==> src/rtl/mem_responder_pkg.sv <==
// Shared definitions for the memory responder: bus command codes, FSM states,
// read-data source selection and the default I/O addresses.
package mem_responder_pkg;

  localparam logic [1:0] MNONE  = 2'b00;
  localparam logic [1:0] MREAD  = 2'b01;
  localparam logic [1:0] MWRITE = 2'b10;
  localparam logic [1:0] MILL   = 2'b11;

  localparam logic [8:0] LED_ADDR_DEF = 9'h100;
  localparam logic [8:0] SW_ADDR_DEF  = 9'h140;

  localparam int CNT_W = 4;

  typedef enum logic [1:0] {
    IDLE    = 2'd0,
    RD_WAIT = 2'd1,
    DONE    = 2'd2
  } state_t;

  // Which value read_data presents while mem_ready is high.
  typedef enum logic [1:0] {
    SRC_HOLD = 2'd0,
    SRC_RAM  = 2'd1,
    SRC_SW   = 2'd2,
    SRC_ZERO = 2'd3
  } src_t;

  function automatic logic req_is_err(input logic [1:0] cmd, input logic hit_ram,
                                      input logic hit_led, input logic hit_sw);
    logic bad;
    bad = (cmd == MILL) || !(hit_ram || hit_led || hit_sw);
    bad = bad || ((cmd == MREAD) && hit_led) || ((cmd == MWRITE) && hit_sw);
    return bad;
  endfunction

endpackage

==> src/rtl/mem_ram_sp.sv <==
// Single-port synchronous RAM with a registered read port.
module mem_ram_sp #(
  parameter int WORDS  = 256,
  parameter int DATA_W = 16,
  parameter int IDX_W  = $clog2(WORDS)
) (
  input  logic              clk,
  input  logic              we,
  input  logic              re,
  input  logic [IDX_W-1:0]  addr,
  input  logic [DATA_W-1:0] din,
  output logic [DATA_W-1:0] dout
);

  logic [DATA_W-1:0] mem [WORDS];

  always_ff @(posedge clk) begin
    if (we) mem[addr] <= din;
    if (re) dout <= mem[addr];
  end

endmodule

==> src/rtl/mem_responder.sv <==
// Memory-side bus responder: decodes RAM / LED / switch accesses, inserts read
// wait states and signals completion with a one-cycle mem_ready pulse.
module mem_responder
  import mem_responder_pkg::*;
#(
  parameter int              ADDR_W      = 9,
  parameter int              DATA_W      = 16,
  parameter int              RAM_WORDS   = 256,
  parameter int              WAIT_STATES = 1,
  parameter logic [ADDR_W-1:0] LED_ADDR  = LED_ADDR_DEF,
  parameter logic [ADDR_W-1:0] SW_ADDR   = SW_ADDR_DEF
) (
  input  logic              clk,
  input  logic              reset,
  input  logic [1:0]        mem_cmd,
  input  logic [ADDR_W-1:0] mem_addr,
  input  logic [DATA_W-1:0] write_data,
  output logic [DATA_W-1:0] read_data,
  output logic              mem_ready,
  output logic              bus_err,
  input  logic [7:0]        sw,
  output logic [7:0]        led,
  output logic [1:0]        fsm_state
);

  localparam int IDX_W = $clog2(RAM_WORDS);
  localparam logic [ADDR_W:0]   RAM_LIMIT = (ADDR_W+1)'(RAM_WORDS);
  localparam logic [CNT_W-1:0]  CNT_LOAD  = CNT_W'((WAIT_STATES == 0) ? 0 : WAIT_STATES - 1);

  state_t            state, state_nxt;
  src_t              src_q, src_nxt;
  logic [CNT_W-1:0]  cnt, cnt_nxt;
  logic              err_q, err_nxt;
  logic [IDX_W-1:0]  idx_q;
  logic [7:0]        sw_q;
  logic [DATA_W-1:0] hold_q;
  logic [DATA_W-1:0] ram_dout;
  logic [IDX_W-1:0]  ram_idx;
  logic              ram_we, ram_re, led_we;
  logic              hit_ram, hit_led, hit_sw, req_err, accept, enter_done;

  always_comb begin
    hit_ram = ({1'b0, mem_addr} < RAM_LIMIT);
    hit_led = (mem_addr == LED_ADDR);
    hit_sw  = (mem_addr == SW_ADDR);
    req_err = req_is_err(mem_cmd, hit_ram, hit_led, hit_sw);
    accept  = (state == IDLE) && (mem_cmd != MNONE);
  end

  // Writes commit on the accept edge; only reads ever visit RD_WAIT.
  always_comb begin
    state_nxt = state;
    cnt_nxt   = cnt;
    src_nxt   = src_q;
    err_nxt   = err_q;
    ram_we    = 1'b0;
    ram_re    = 1'b0;
    led_we    = 1'b0;
    ram_idx   = idx_q;
    case (state)
      IDLE: begin
        ram_idx = mem_addr[IDX_W-1:0];
        if (accept) begin
          err_nxt   = req_err;
          state_nxt = DONE;
          if (req_err) begin
            src_nxt = SRC_ZERO;
          end else if (mem_cmd == MWRITE) begin
            src_nxt = SRC_HOLD;
            ram_we  = hit_ram;
            led_we  = hit_led;
          end else begin
            src_nxt = hit_ram ? SRC_RAM : SRC_SW;
            if (WAIT_STATES == 0) begin
              ram_re = hit_ram;
            end else begin
              state_nxt = RD_WAIT;
              cnt_nxt   = CNT_LOAD;
            end
          end
        end
      end
      RD_WAIT: begin
        if (cnt != '0) begin
          cnt_nxt = cnt - 1'b1;
        end else begin
          state_nxt = DONE;
          ram_re    = (src_q == SRC_RAM);
        end
      end
      DONE:    state_nxt = IDLE;
      default: state_nxt = IDLE;
    endcase
  end

  assign enter_done = (state_nxt == DONE) && (state != DONE);

  always_ff @(posedge clk or negedge reset) begin
    if (!reset) begin
      state  <= IDLE;
      src_q  <= SRC_HOLD;
      cnt    <= '0;
      err_q  <= 1'b0;
      idx_q  <= '0;
      sw_q   <= '0;
      hold_q <= '0;
      led    <= '0;
    end else begin
      state <= state_nxt;
      src_q <= src_nxt;
      cnt   <= cnt_nxt;
      err_q <= err_nxt;
      if (accept)     idx_q  <= mem_addr[IDX_W-1:0];
      if (enter_done) sw_q   <= sw;
      if (led_we)     led    <= write_data[7:0];
      if (state == DONE) hold_q <= read_data;
    end
  end

  // Between completions read_data replays whatever was last presented.
  always_comb begin
    mem_ready = (state == DONE);
    bus_err   = mem_ready && err_q;
    read_data = hold_q;
    if (state == DONE) begin
      case (src_q)
        SRC_RAM:  read_data = ram_dout;
        SRC_SW:   read_data = {{(DATA_W-8){1'b0}}, sw_q};
        SRC_ZERO: read_data = '0;
        default:  read_data = hold_q;
      endcase
    end
  end

  assign fsm_state = state;

  mem_ram_sp #(
    .WORDS  (RAM_WORDS),
    .DATA_W (DATA_W),
    .IDX_W  (IDX_W)
  ) u_ram (
    .clk  (clk),
    .we   (ram_we),
    .re   (ram_re),
    .addr (ram_idx),
    .din  (write_data),
    .dout (ram_dout)
  );

endmodule
==> config.mk <==
export PLATFORM = sky130hd
export DESIGN_NAME = mem_responder
export DESIGN_NICKNAME = d
export VERILOG_FILES = /design/src/rtl/mem_responder_pkg.sv /design/src/rtl/mem_ram_sp.sv /design/src/rtl/mem_responder.sv
export SDC_FILE = /design/constraint.sdc
export NUM_CORES = 2
export LEC_CHECK = 0
export CAP_MARGIN = 20
export CORE_MARGIN = 4
export CORE_UTILIZATION = 40
export CTS_CLUSTER_SIZE = 28
export DETAILED_ROUTE_END_ITERATION = 12
export GPL_TIMING_DRIVEN = 1
export PLACE_DENSITY = 0.58
export SYNTH_ARGS = -nofsm -noshare
export SYNTH_HDL_FRONTEND = slang
export SYNTH_SLANG_ARGS = --single-unit
==> constraint.sdc <==
create_clock -name clk -period 4.2 [get_ports clk]
set_input_delay 0.84 -clock clk [delete_from_list [all_inputs] [get_ports clk]]
set_output_delay 0.84 -clock clk [all_outputs]
set_load 0.03 [all_outputs]
==> results by group <==
Critical path
  – FF-to-FF path depth: 10
  – WP data required: 4.90 ns
  – Critical Path AT: 4.91 ns
  – Register-to-register setup slack: -0.01 ns
  – Critical path fanouts, max: 87
  – Worst Setup End Kind: register
  – Reg2reg start: fsm_state[1]
  – RR Endpoint: u_ram.dout[0]
  – CP Class: register to register
  – CP Launch Type: register
  – Worst Setup SP: fsm_state[1]
  – Setup crit end: u_ram.dout[0]

GRT
  – Initial antenna violation count: 38
  – First-pass GRT wire length: 666000 µm
  – Total gr overflow: 0
  – Global Route Usage Sum: 23.2%
  – Vias in the first global route: 89.2k
  – Pin count of the biggest net entering global routing: 107

Layout
  – Final net count: 9765
  – Fillers: 31.5k
  – Multi-input gate area: 0.0262 mm²
  – Storage cell area: 0.125 mm²
  – Fin util: 48.1%
  – Area grow syn2layout: 19.7%
  – Share of cells above drive strength 1: 18.3%

Timing
  – Worst setup margin: -0.0117 ns
  – Fin. max-slew vios: 0
  – RSZ-0062 raised after global routing: false
  – Crit share post-route: 100%
  – Setup violators final: 1
  – Setup tns final: -0.0117 ns
  – Fin crit period: 4.21 ns
  – Fin. Hold Viols: 0
  – FMAX: 237 MHz
  – Worst Tran Pin Value: 1.14 ns
  – Hold WS: 0.344 ns
  – Clock skew: 0.0615 ns
  – Worst slew margin: 22.8%

Power and ir drop
  – Pwr Total: 117 mW
  – Power per Cell Area: 636 mW/mm²
  – LEAKAGE: 57.1 nW
  – Peak supply drop: 0.406 mV

Yosys
  – Mapped Avg Cell Area: 17.6 µm²
  – YS warnings: 0
  – Post-synth EDFFs: 4112
  – Count of different cell masters after synthesis: 49
  – Post-synth ARST share: 1.18%
  – Synthesized cell area: 0.154 mm²
  – Instance count of the mapped netlist: 8740
  – FF+latch count, synth: 4161
  – Predominant post-synthesis flop cell: edfxtp_1
  – Post-synthesis sequential area ratio: 81.2%
  – Syn Nets: 8778

Clocking
  – H-tree depth: 5
  – CTS Sinks: 4161
  – Worst skew pair latency: 0.97 ns
  – CTS clk-pin slew, worst paths: 0.06 ns
  – CTS Buf Count: 415
  – Clk root buf: clkbuf_16
  – CTS tree: yes
  – Clock tree buffer depth: 4

Routing
  – Drt via density: 6.08
  – Drt first pass iters: 6
  – Wirelength per Cell: 31.2 µm
  – DRT antenna net count: 0
  – Drc violations: 0
  – Post-Route WL: 471000 µm
  – Detailed-route via count: 91.9k
  – DR iter-0 viols: 12.9k

Floorplanning
  – Core Area: 0.383 mm²
  – I/O Pins: 65
  – Die height: 628 µm
  – Rows: 227
  – DIE AREA: 0.394 mm²
  – Die Span X: 628 µm
  – Initial Util: 40.2%

Min path
  – Hold WC Path Type: primary input to register

Place
  – Post-detail-place hpwl: 289000 µm
  – IO buf count: 64
  – Gpl congestion: 0.859

Job
  – Max_cap viols: 0

Outcome
  – Status: finished, violations left
  – Violated checks: setup timing
## where the power goes
part           switching, mW  internal, mW
clock                   15.6          21.2
combinational           22.6          11.6
sequential             0.200          45.9
## kinds of logic after synthesis
logic type	after synthesis	share of synthesized area [%]
and+or+nand+nor	409	1.16
AOI/OAI and AO/OA	3488	15.5
buffers and inverters	661	1.99
xor gates and xnor gates	2	0.0114
DFF	4161	81.2
muxes	18	0.132
adders and majority gates	1	0.00814
## worst min path at each step
stage / start / to / cells past startpoint
after CTS: reset / led[7] / 1
after floorplan: err_q / err_q / 2
final: write_data[14] / u_ram.mem[116][14] / 1
after global routing: write_data[14] / u_ram.mem[116][14] / 1
after detailed placement: hold_q[14] / hold_q[14] / 2
after global placement: hold_q[14] / hold_q[14] / 2
## worst max-delay path, stage by stage (launching register included)
cell and delay, ns:
dfrtp_2 0.50, or2_4 0.26, o21ai_4 0.19, buf_4 0.31
buf_12 0.24, a22oi_1 0.27, a21oi_1 0.10, buf_4 0.17
o41ai_1 0.91, a41oi_1 0.34, or4_1 0.50
## state kept, by name, indices dropped and copies added (netlist names)
signal,cells
sw_q,8
led,8
u_ram.mem,4096
cnt,4
err_q,1
src_q,2
hold_q,16
idx_q,8
fsm_state,2
u_ram.dout,16
## Yosys cell counts (2+ instances only)
cell type	instances	area (µm²)
dfrtp_1	49	1230
or4b_2	2	20.0
or4_1	17	128
o41ai_1	256	2240
a21oi_1	1030	5150
nor3_1	4	20.0
o21ai_1	3	15.0
nor2_1	267	1000
nand2b_1	11	68.8
inv_1	6	22.5
clkbuf_1	227	852
a41oi_1	64	561
and3_1	2	12.5
and2_1	4	25.0
a22oi_1	2057	15400
edfxtp_1	4112	123000
buf_1	23	86.3
o21a_1	5	37.5
buf_4	5	37.5
o31ai_1	3	22.5
or3_1	2	12.5
o21ai_0	44	220
mux2_2	18	203
nand3b_1	6	45.0
buf_6	9	101
nand3_1	13	65.1
nor2b_1	16	100
nand2_1	59	221
a31oi_1	17	106
buf_2	390	1950
## layout make-up
| class | count | share of cell area (%) |
|---|---|---|
| well taps | 5038 | 3.43 |
| clock inverters | 266 | 1.43 |
| clock buffers | 496 | 5.89 |
| repair buffers | 1224 | 7.17 |
| multi-input cells | 3918 | 14.3 |
| inverters | 7 | 0.0170 |
| diodes | 17 | 0.0231 |
| flip-flops and latches | 4161 | 67.8 |
## repair_timing
item / in CTS / in global routing
hold endpoints to repair: 0 / 28
hold buffers: 0 / 1
cloned: 0 / 0
pin swaps: 1 / 0
setup buffers: 1 / 0
setup endpoints to repair: 28 / 6
gates resized for setup: 30 / 6
## cell usage in the layout (no fill, tap or decap), types with 9 or more instances in the layout
| cell | synthesis | layout |
|---|---|---|
| clkinvlp_4 | 0 | 15 |
| a31oi_1 | 17 | 16 |
| clkinv_1 | 1 | 102 |
| clkdlybuf4s50_1 | 0 | 38 |
| a21oi_1 | 1030 | 1030 |
| nor2_1 | 267 | 262 |
| or4_1 | 17 | 17 |
| nand2_2 | 0 | 16 |
| o41ai_1 | 256 | 243 |
| o41ai_2 | 0 | 11 |
| nand2_1 | 59 | 41 |
| clkbuf_16 | 0 | 420 |
| buf_12 | 0 | 301 |
| clkinv_8 | 0 | 9 |
| a22oi_1 | 2057 | 2057 |
| bufinv_16 | 0 | 46 |
| mux2_2 | 18 | 18 |
| dfrtp_1 | 49 | 47 |
| nand2b_1 | 11 | 10 |
| edfxtp_1 | 4112 | 4112 |
| nor2b_1 | 16 | 16 |
| o21ai_0 | 44 | 43 |
| buf_4 | 5 | 855 |
| buf_8 | 0 | 16 |
| clkbuf_1 | 227 | 72 |
| a41oi_1 | 64 | 62 |
| diode_2 | 0 | 17 |
| nand3_1 | 13 | 13 |
| clkinv_2 | 0 | 81 |
## routing by layer
| metal | share of wire [%] | GRT usage [%] | vias to the layer above |
|---|---|---|---|
| li1 | - | - | 38608 |
| met1 | 40 | 32.5 | 47707 |
| met2 | 47 | 37.2 | 4872 |
| met3 | 8.7 | 3.61 | 706 |
| met4 | 3.7 | 7.92 | 8 |
| met5 | 0.012 | 0 | - |
## through the flow
stage	std cells	area [µm²]	setup slack, ns
floorplan	8740	154000	0.544
global placement	14342	170000	-1.38
global route	15112	184000	0.00724
detailed placement	14345	170000	-1.17
finish	15127	184000	-0.0117
CTS	15108	184000	0.0192
Note: power is estimated with default switching activity, not from simulation.
